[config.mk]
export PLATFORM = sky130hd
export DESIGN_NAME = trace_capture
export DESIGN_NICKNAME = d
export VERILOG_FILES = /design/src/rtl/trace_pkg.sv /design/src/rtl/trace_fifo_mem.sv /design/src/rtl/trace_capture.sv
export SDC_FILE = /design/constraint.sdc
export NUM_CORES = 2
export LEC_CHECK = 0
export BUFFER_PORTS_ARGS = -buffer_cell sky130_fd_sc_hd__buf_2
export CAP_MARGIN = 20
export CORE_ASPECT_RATIO = 0.9
export CORE_MARGIN = 1
export CORE_UTILIZATION = 55
export DETAILED_ROUTE_END_ITERATION = 16
export GPL_TIMING_DRIVEN = 0
export PLACE_DENSITY_LB_ADDON = 0.15
export SLEW_MARGIN = 20
export SYNTH_ARGS = -nofsm -noshare
export SYNTH_HDL_FRONTEND = slang
export SYNTH_HIERARCHICAL = 1
export SYNTH_SLANG_ARGS = --single-unit
[constraint.sdc]
create_clock -name clk_i -period 10.6 [get_ports clk_i]
set_input_delay 1.06 -clock clk_i [delete_from_list [all_inputs] [get_ports clk_i]]
set_output_delay 1.06 -clock clk_i [all_outputs]
set_load 0.01 [all_outputs]
[src/rtl/trace_pkg.sv]
// Shared types for the instruction-trace capture block: FSM encoding,
// entry kind codes and the packed entry width.
package trace_pkg;

    typedef enum logic [1:0] {
        ST_IDLE    = 2'd0,
        ST_CAPTURE = 2'd1,
        ST_HALTED  = 2'd2
    } state_t;

    localparam logic KIND_REG = 1'b0;
    localparam logic KIND_MEM = 1'b1;

    // Entry layout, MSB first: {kind, pc, addr, data}
    function automatic int entry_w(input int pc_w, input int data_w);
        return 1 + pc_w + 2 * data_w;
    endfunction

endpackage

[src/rtl/trace_fifo_mem.sv]
// Simple dual-port storage for trace entries: one write port and one
// registered read port. Contents are not reset.
import trace_pkg::*;

module trace_fifo_mem #(
    parameter int W     = 8,
    parameter int DEPTH = 16,
    parameter int AW    = $clog2(DEPTH)
) (
    input  logic          i_clk,
    input  logic          i_we,
    input  logic [AW-1:0] i_waddr,
    input  logic [W-1:0]  i_wdata,
    input  logic [AW-1:0] i_raddr,
    output logic [W-1:0]  o_rdata
);

    logic [W-1:0] r_mem [DEPTH];
    logic [W-1:0] r_rdata;

    // Read returns the pre-write contents on an address collision.
    always_ff @(posedge i_clk) begin
        if (i_we) r_mem[i_waddr] <= i_wdata;
        r_rdata <= r_mem[i_raddr];
    end

    assign o_rdata = r_rdata;

endmodule

[src/rtl/trace_capture.sv]
// Retirement trace capture: records register and memory writes into a
// show-ahead FIFO with stop-when-full or overwrite-oldest policy.
import trace_pkg::*;

module trace_capture #(
    parameter int PC_W      = 32,
    parameter int DATA_W    = 32,
    parameter int DEPTH     = 16,
    parameter int WRAP_MODE = 0
) (
    input  logic                       clk_i,
    input  logic                       rst_i,
    input  logic                       enable_i,
    input  logic [PC_W-1:0]            pc_i,
    input  logic                       rf_we_i,
    input  logic [4:0]                 rf_addr_i,
    input  logic [DATA_W-1:0]          rf_data_i,
    input  logic                       dm_we_i,
    input  logic [DATA_W-1:0]          dm_addr_i,
    input  logic [DATA_W-1:0]          dm_data_i,
    input  logic                       rd_ready_i,
    output logic                       rd_valid_o,
    output logic                       rd_kind_o,
    output logic [PC_W-1:0]            rd_pc_o,
    output logic [DATA_W-1:0]          rd_addr_o,
    output logic [DATA_W-1:0]          rd_data_o,
    output logic [$clog2(DEPTH):0]     count_o,
    output logic                       overflow_o,
    output logic                       collision_o
);

    localparam int AW = $clog2(DEPTH);
    localparam int EW = entry_w(PC_W, DATA_W);
    localparam logic [AW:0] FULL_CNT = (AW+1)'(DEPTH);

    state_t        r_state;
    logic [AW-1:0] r_wr_ptr, r_rd_ptr;
    logic [AW:0]   r_count;
    logic          r_ovf, r_col;
    logic          r_byp;
    logic [EW-1:0] r_byp_data;

    logic          w_cap, w_ev_mem, w_ev, w_pop, w_full;
    logic          w_push_ok, w_overwrite, w_wr_en, w_lost;
    logic [AW-1:0] w_rd_ptr_nxt;
    logic [AW:0]   w_count_nxt;
    logic [EW-1:0] w_entry, w_mem_q, w_head;

    assign w_cap       = (r_state == ST_CAPTURE);
    assign w_ev_mem    = dm_we_i;
    assign w_ev        = dm_we_i | (rf_we_i & (rf_addr_i != 5'd0));
    assign w_pop       = (r_count != '0) & rd_ready_i;
    assign w_full      = (r_count == FULL_CNT);
    assign w_push_ok   = w_cap & w_ev & (~w_full | w_pop);
    assign w_overwrite = w_cap & w_ev & w_full & ~w_pop & (WRAP_MODE == 1);
    assign w_wr_en     = w_push_ok | w_overwrite;
    assign w_lost      = (w_cap & w_ev & w_full & ~w_pop) | ((r_state == ST_HALTED) & w_ev);
    assign w_rd_ptr_nxt = (w_pop | w_overwrite) ? r_rd_ptr + AW'(1) : r_rd_ptr;

    // Memory entry wins a collision; the register write is dropped.
    assign w_entry = w_ev_mem ? {KIND_MEM, pc_i, dm_addr_i, dm_data_i}
                              : {KIND_REG, pc_i, DATA_W'(rf_addr_i), rf_data_i};

    always_comb begin
        w_count_nxt = r_count;
        if (w_push_ok && !w_pop)      w_count_nxt = r_count + (AW+1)'(1);
        else if (!w_push_ok && w_pop) w_count_nxt = r_count - (AW+1)'(1);
    end

    // The read port always fetches the next head; a same-edge write to that
    // slot is forwarded through r_byp so a lone entry appears without a bubble.
    trace_fifo_mem #(.W(EW), .DEPTH(DEPTH), .AW(AW)) u_mem (
        .i_clk   (clk_i),
        .i_we    (w_wr_en),
        .i_waddr (r_wr_ptr),
        .i_wdata (w_entry),
        .i_raddr (w_rd_ptr_nxt),
        .o_rdata (w_mem_q)
    );

    always_ff @(posedge clk_i) begin
        if (!rst_i) begin
            r_state    <= ST_IDLE;
            r_wr_ptr   <= '0;
            r_rd_ptr   <= '0;
            r_count    <= '0;
            r_ovf      <= 1'b0;
            r_col      <= 1'b0;
            r_byp      <= 1'b1;
            r_byp_data <= '0;
        end else begin
            r_count  <= w_count_nxt;
            r_rd_ptr <= w_rd_ptr_nxt;
            if (w_wr_en) r_wr_ptr <= r_wr_ptr + AW'(1);
            if (w_lost) r_ovf <= 1'b1;
            if (w_cap && rf_we_i && dm_we_i) r_col <= 1'b1;
            // Forwarded head is held while empty so idle outputs stay quiet.
            if (w_wr_en && (r_wr_ptr == w_rd_ptr_nxt)) begin
                r_byp      <= 1'b1;
                r_byp_data <= w_entry;
            end else if (w_count_nxt != '0) begin
                r_byp <= 1'b0;
            end
            case (r_state)
                ST_IDLE:    if (enable_i) r_state <= ST_CAPTURE;
                ST_CAPTURE: if (!enable_i) r_state <= ST_IDLE;
                            else if (WRAP_MODE == 0 && w_count_nxt == FULL_CNT) r_state <= ST_HALTED;
                ST_HALTED:  if (!enable_i) r_state <= ST_IDLE;
                            else if (r_count < FULL_CNT) r_state <= ST_CAPTURE;
                default:    r_state <= ST_IDLE;
            endcase
        end
    end

    assign w_head      = r_byp ? r_byp_data : w_mem_q;
    assign rd_valid_o  = (r_count != '0);
    assign rd_kind_o   = w_head[EW-1];
    assign rd_pc_o     = w_head[EW-2 -: PC_W];
    assign rd_addr_o   = w_head[2*DATA_W-1 -: DATA_W];
    assign rd_data_o   = w_head[DATA_W-1:0];
    assign count_o     = r_count;
    assign overflow_o  = r_ovf;
    assign collision_o = r_col;

endmodule
Yosys cells after proc, flatten, opt, wreduce, memory -nomap -nowiden
Memories as Yosys holds them, arrays and structs flattened. A register that Yosys moved wholly into a read port is not among the register bits.
Cells that the tools add are included.
Widths: inputs -> output; s select.
{"block": "totals", "ff_bits": 115, "latch_bits": 0, "mem_bits_rw": 1552, "mem_bits_ro": 0, "in_bits": 139, "output_inout_bits": 105, "word_cells": 61, "n_memories": 1}
{"memory": "u_mem.r_mem", "words": 16, "width": 97, "read_ports": 1, "rd_ports_with_merged_regs": 1, "write_ports": 1, "line": "trace_fifo_mem.sv:18", "text": "logic [W-1:0] r_mem [DEPTH];"}
{"block": "op_classes", "addsub": 4, "n_mul": 0, "div_mod_pow": 0, "n_lt_le_gt_ge": 1, "eq_ne": 8, "shift": 0, "n_mux": 13, "bitwise": 13, "n_reduce_logical": 13}
{"op": "$mux 97", "count": 2}
{"op": "$reduce_bool 5->1", "count": 3}
{"op": "$eq 5x5->1 const B", "count": 2}
{"op": "$mux 2", "count": 5}
{"op": "$mux 5", "count": 2}
{"op": "$add 4x1->4 const B", "count": 2}
{"op": "$and 1x1->1", "count": 7}
{"op": "$ne 3x2->1 const B", "count": 2}
{"op": "$pmux 2 s3", "count": 1}
{"op": "$add 5x1->5 const B", "count": 1}
{"op": "$logic_and 1x1->1", "count": 5}
{"op": "$lt 5x5->1 const B", "count": 1}
{"op": "$sub 5x1->5 const B", "count": 1}
{"op": "$eq 4x4->1", "count": 1}
{"op": "$mux 4", "count": 1}
{"op": "$not 1->1", "count": 3}
{"op": "$or 1x1->1", "count": 3}
{"op": "$reduce_and 3->1", "count": 1}
{"op": "$eq 2x1->1 const B", "count": 1}
{"op": "$eq 2x2->1 const B", "count": 1}
{"op": "$logic_not 1->1", "count": 2}
{"op": "$logic_not 2->1", "count": 1}
{"op": "$mux 1", "count": 2}
{"op": "$ne 2x2->1 const B", "count": 1}
{"op": "$reduce_or 2->1", "count": 1}

Longest topological paths before layout
{"block": "depth", "ltp_word": 13, "mapped_depth": 12, "ltp_nobuf": 9}

Modules after synthesis
The synthesis kept the hierarchy.
{"module": "trace_fifo_mem", "instances": 1, "cells_each": 2484, "area_per_inst_um2": 59872.4, "seq_area_each_um2": 48546.6}
{"module": "trace_capture", "instances": 1, "cells_each": 738, "area_per_inst_um2": 6657.6, "seq_area_each_um2": 2302.2}

Least setup slack after synthesis
Ideal clock, no wire load.
{"block": "synth_timing", "path_kind": "input to register", "from": "input port rf_addr_i[0]", "to": "memory u_mem/r_mem[0][0] (netlist bit), enable pin", "setup_time_ps": 671, "t_arrival_ps": 8883, "required_time_ps": 9929, "slack_ps": 1046, "cell_stages": 6, "n_path_buf": 1, "path_cell_list": "nor4_2 -> a211oi_4 -> and2_1 -> buf_2 -> or3b_2 -> nor3_1"}
{"block": "synth_via", "elab_chain_len": 7}
{"item": "start, declared", "line": "trace_capture.sv:16", "text": "input logic [4:0] rf_addr_i,"}
{"item": "$reduce_bool 5->1", "line": "trace_capture.sv:51", "text": "assign w_ev = dm_we_i | (rf_we_i & (rf_addr_i != 5'd0));"}
{"item": "$and 1x1->1", "line": "trace_capture.sv:51"}
{"item": "$or 1x1->1", "line": "trace_capture.sv:51"}
{"item": "$and 1x1->1 (2 in a row)", "line": "trace_capture.sv:54", "text": "assign w_push_ok = w_cap & w_ev & (~w_full | w_pop);"}
{"item": "named net w_push_ok", "line": "trace_capture.sv:44", "text": "logic w_push_ok, w_overwrite, w_wr_en, w_lost;"}
{"item": "$mux 1", "line": "trace_fifo_mem.sv:23", "text": "if (i_we) r_mem[i_waddr] <= i_wdata;"}
{"item": "$mux 1 (not written as such)", "line": "trace_fifo_mem.sv:23"}
{"item": "end, declared", "line": "trace_fifo_mem.sv:18"}
The timed path passes the listed nets, and every way through them passes these cells.

Final worst setup path
{"block": "layout_timing", "from": "register r_byp", "to": "output port rd_pc_o[30]"}
{"block": "layout_via", "elab_chain_len": 1}
{"item": "start, declared", "line": "trace_capture.sv:40", "text": "logic r_byp;"}
{"item": "start signal, assigned", "line": "trace_capture.sv:89", "text": "r_byp <= 1'b1;"}
{"item": "start signal, assigned", "line": "trace_capture.sv:99", "text": "r_byp <= 1'b1;"}
{"item": "start signal, assigned", "line": "trace_capture.sv:102", "text": "r_byp <= 1'b0;"}
{"item": "$mux 97", "line": "trace_capture.sv:115", "text": "assign w_head = r_byp ? r_byp_data : w_mem_q;"}
{"item": "end, declared", "line": "trace_capture.sv:24", "text": "output logic [PC_W-1:0] rd_pc_o,"}
Every way passes these cells.

==> summary.txt <==
STA
  • Worst hold slack: around 0.46 ns
  • Fin. max-slew vios: 0
  • Post-Route Setup TNS: 0 ns
  • Final setup viols: 0
  • Worst-margin pin slew: roughly 1.2 ns
  • Tmin final: between 5 and 6 ns
  • Setup ws final: between 5 and 6 ns
  • Slew margin rel.: 20.7%
  • Final period util: 47.9%
  • Max Fclk: 197 MHz
  • Worst Skew: 0.0301 ns
  • RSZ-0062 raised after global routing: no
  • Final number of hold-violating endpoints: 0

Layout
  • Commonest non-fill, non-tap cell in the layout: edfxtp_1
  • Util after Layout: between 60% and 70%
  • Non-filler instance count after layout: 5,511
  • Most frequent cells in the layout: edfxtp_1, mux4_2, buf_2
  • Area delta synth->final: 16.8%
  • Layout Nets: slightly below 4,000
  • Final instance area: between 0.07 and 0.08 mm²
  • Share of layout cells above drive strength 1: 32.2%

Global routing
  • Initial antenna violation count: 3
  • Grt total ovfl: 0
  • Vias in the first global route: between 30,000 and 40,000
  • Total GRT Usage: between 20% and 30%
  • Largest net degree at the start of global routing: 22
  • First-pass GRT wire length: between 200 and 250 mm

Synth
  • Syn Nets: roughly 3,400
  • Mapped Area: between 0.06 and 0.07 mm²
  • Yosys top cell area share: roughly 70%
  • Seq/Total Area, Yosys: roughly 76%
  • Asr flop ratio synth: 0%
  • Area contributors post-synth: edfxtp_1, mux4_2, dfxtp_1, mux2_2, a22oi_1
  • Synth Flop Type: edfxtp_1
  • Post-synthesis cell type count: 49
  • Synth warnings: 6
  • EDFF count, synth: between 1,500 and 2,000
  • Synth area leader: edfxtp_1
  • Gate Count Post-Synth: roughly 3,200
  • Avg Inst Size Synth: just over 20 µm²
  • FF+latch count, synth: ~1,800

Clocking
  • Max Buffers Root-to-Sink: 3
  • CTS Sinks: ~1,800
  • Root Buffer: clkbuf_16
  • CTS Buf Count: 171
  • Clock transition at path regs: ~0.060 ns
  • Post-CTS Hold Fix Bufs: 0
  • Post-CTS Setup Bufs: 0
  • Worst-Skew Late Latency: 0.81 ns
  • CTS tree: yes
  • PostCTS Resize Cnt: 0
  • H-Tree Level Count: 4

Power
  • Total power: ~20 mW
  • Pint: 14.2 mW
  • Clock share of power: 29.9%
  • Gate power share: 30.2%
  • Sequential share of power: between 40% and 50%
  • Pwr dens: ~260 mW/mm²
  • Leakage power: between 20 and 30 nW
  • Sw Share: 28.9%
  • Peak supply drop: about 0.18 mV
  • Switching power: around 5.8 mW

Worst setup path
  • Most numerous cell on the critical path: clkbuf_1
  • Critical Path Stages: 5
  • Startpoint Class: register
  • Worst Path Arrival: around 4 ns
  • Critical Path RT: around 9.5 ns
  • Reg2reg path depth: 11
  • Crit path max fanout: 10
  • Crit path max-delay cell type: clkbuf_1
  • Critical Path Sink Type: output pin
  • Ordered cell list for the critical path: clkbuf_1 > clkbuf_1 > buf_1 > mux2_2 > buf_2
  • Family with the most delay on the worst path: buffers and inverters
  • CP Class: reg2out
  • Crit path buf inv count: 4
  • CP max stage delay: 0.84 ns

Run
  • Max Cap Viol: 0

Detailed routing
  • DR iter-0 viols: between 4,000 and 5,000
  • # DRC: 0
  • Uppermost layer routed: met4
  • Final wirelength: roughly 170 mm
  • Vias: roughly 35,000
  • Met2 WL post-DR: around 85 mm
  • Met3 WL: between 15 and 20 mm
  • ANT nets after route: 0
  • DR pass1 iterations: 6
  • Vias/cell: roughly 6.4
  • WL met1: 67.0 mm
  • WL/cell: ~31 µm

Hold path
  • Hold depth: 2
  • Hold Path Class: reg2reg

Floorplan
  • Starting Density: 55.7%
  • Row Count: between 100 and 150
  • DIE HEIGHT: 332 µm
  • I/O Pins: 244
  • Die width: 369 µm
  • Die area: roughly 0.12 mm²
  • Core Region: roughly 0.12 mm²

Place
  • GP Congestion: ~0.8
  • Dpl ws: roughly 5.5 ns
  • Port Buffers: between 200 and 250
  • DP Cell Count: 5,190
  • Placed Area: just over 0.07 mm²
  • Post-DP HPWL: 115 mm

Status
  • Status: finished clean
## cell type report
| cell class | count | area, µm² |
|---|---|---|
| Sequential cell | 1764 | 50800 |
| Fill cell | 7883 | 41800 |
| Multi-Input combinational cell | 1254 | 14800 |
| Clock buffer | 242 | 4780 |
| Timing Repair Buffer | 382 | 3560 |
| Tap cell | 1586 | 1980 |
| Buffer | 198 | 981 |
| Clock inverter | 77 | 699 |
| Inverter | 6 | 22.5 |
| Antenna cell | 2 | 5.00 |
## Yosys cell counts, drive strengths merged, types with 29 or more instances
master,n
nand4,42
clkbuf,98
a22oi,194
edfxtp,1552
nand2,234
o21ai,43
mux2,134
and2,39
buf,100
dfxtp,212
mux4,388
mux2i,36
a21oi,29
## state kept, by name, summed over array words and instances, names as in the netlist
name	flops
u_mem/r_mem	1552
r_byp	1
overflow_o	1
r_byp_data	97
r_wr_ptr	4
r_rd_ptr	4
u_mem/o_rdata	97
count_o	5
collision_o	1
r_state	2
## path summary, 6_finish.rpt
check / from / to / slack, ns
hold reg to reg: r_byp_data[84] / r_byp_data[84] / 0.46
hold / removal: r_byp_data[84] / r_byp_data[84] / 0.46
setup / recovery: r_byp / rd_pc_o[30] / 5.52
setup reg to reg: count_o[0] / u_mem/o_rdata[83] / 6.16
## metal layers
layer / vias up / global-route usage (%)
met1: 18548 / 39.6
met3: 297 / 5.82
met5: - / 0
met4: 0 / 9.63
li1: 14398 / -
met2: 1844 / 45.9
## power groups by stage
stage | clock network [mW] | registers, mW | logic, mW
floorplan | 0 | 8.10 | 4.31
global route | 6.30 | 8.02 | 6.39
finish | 5.98 | 8.00 | 6.04
CTS | 6.04 | 8.00 | 6.10
detailed placement | 0 | 8.14 | 6.05
global placement | 0 | 8.15 | 5.94
## worst register-to-register path: stages (launching register included)
cell,delay (ns)
dfxtp_1,0.39
inv_1,0.15
ha_1,0.20
nor4b_4,0.34
inv_2,0.11
and3_1,0.24
xor2_1,0.19
nor2_1,0.92
clkbuf_1,0.76
clkbuf_1,0.65
a22oi_1,0.28
nand2_1,0.13
## kinds of logic after synthesis
| logic type | after synthesis | share of synthesized area, % |
|---|---|---|
| AOI/OAI and AO/OA | 305 | 3.25 |
| DFF | 1764 | 76.4 |
| and+or+nand+nor | 373 | 2.59 |
| adders and majority gates | 5 | 0.0940 |
| buffers and inverters | 204 | 1.50 |
| xor gates and xnor gates | 13 | 0.192 |
| muxes | 558 | 15.9 |
(Power assumes the default switching activity.)
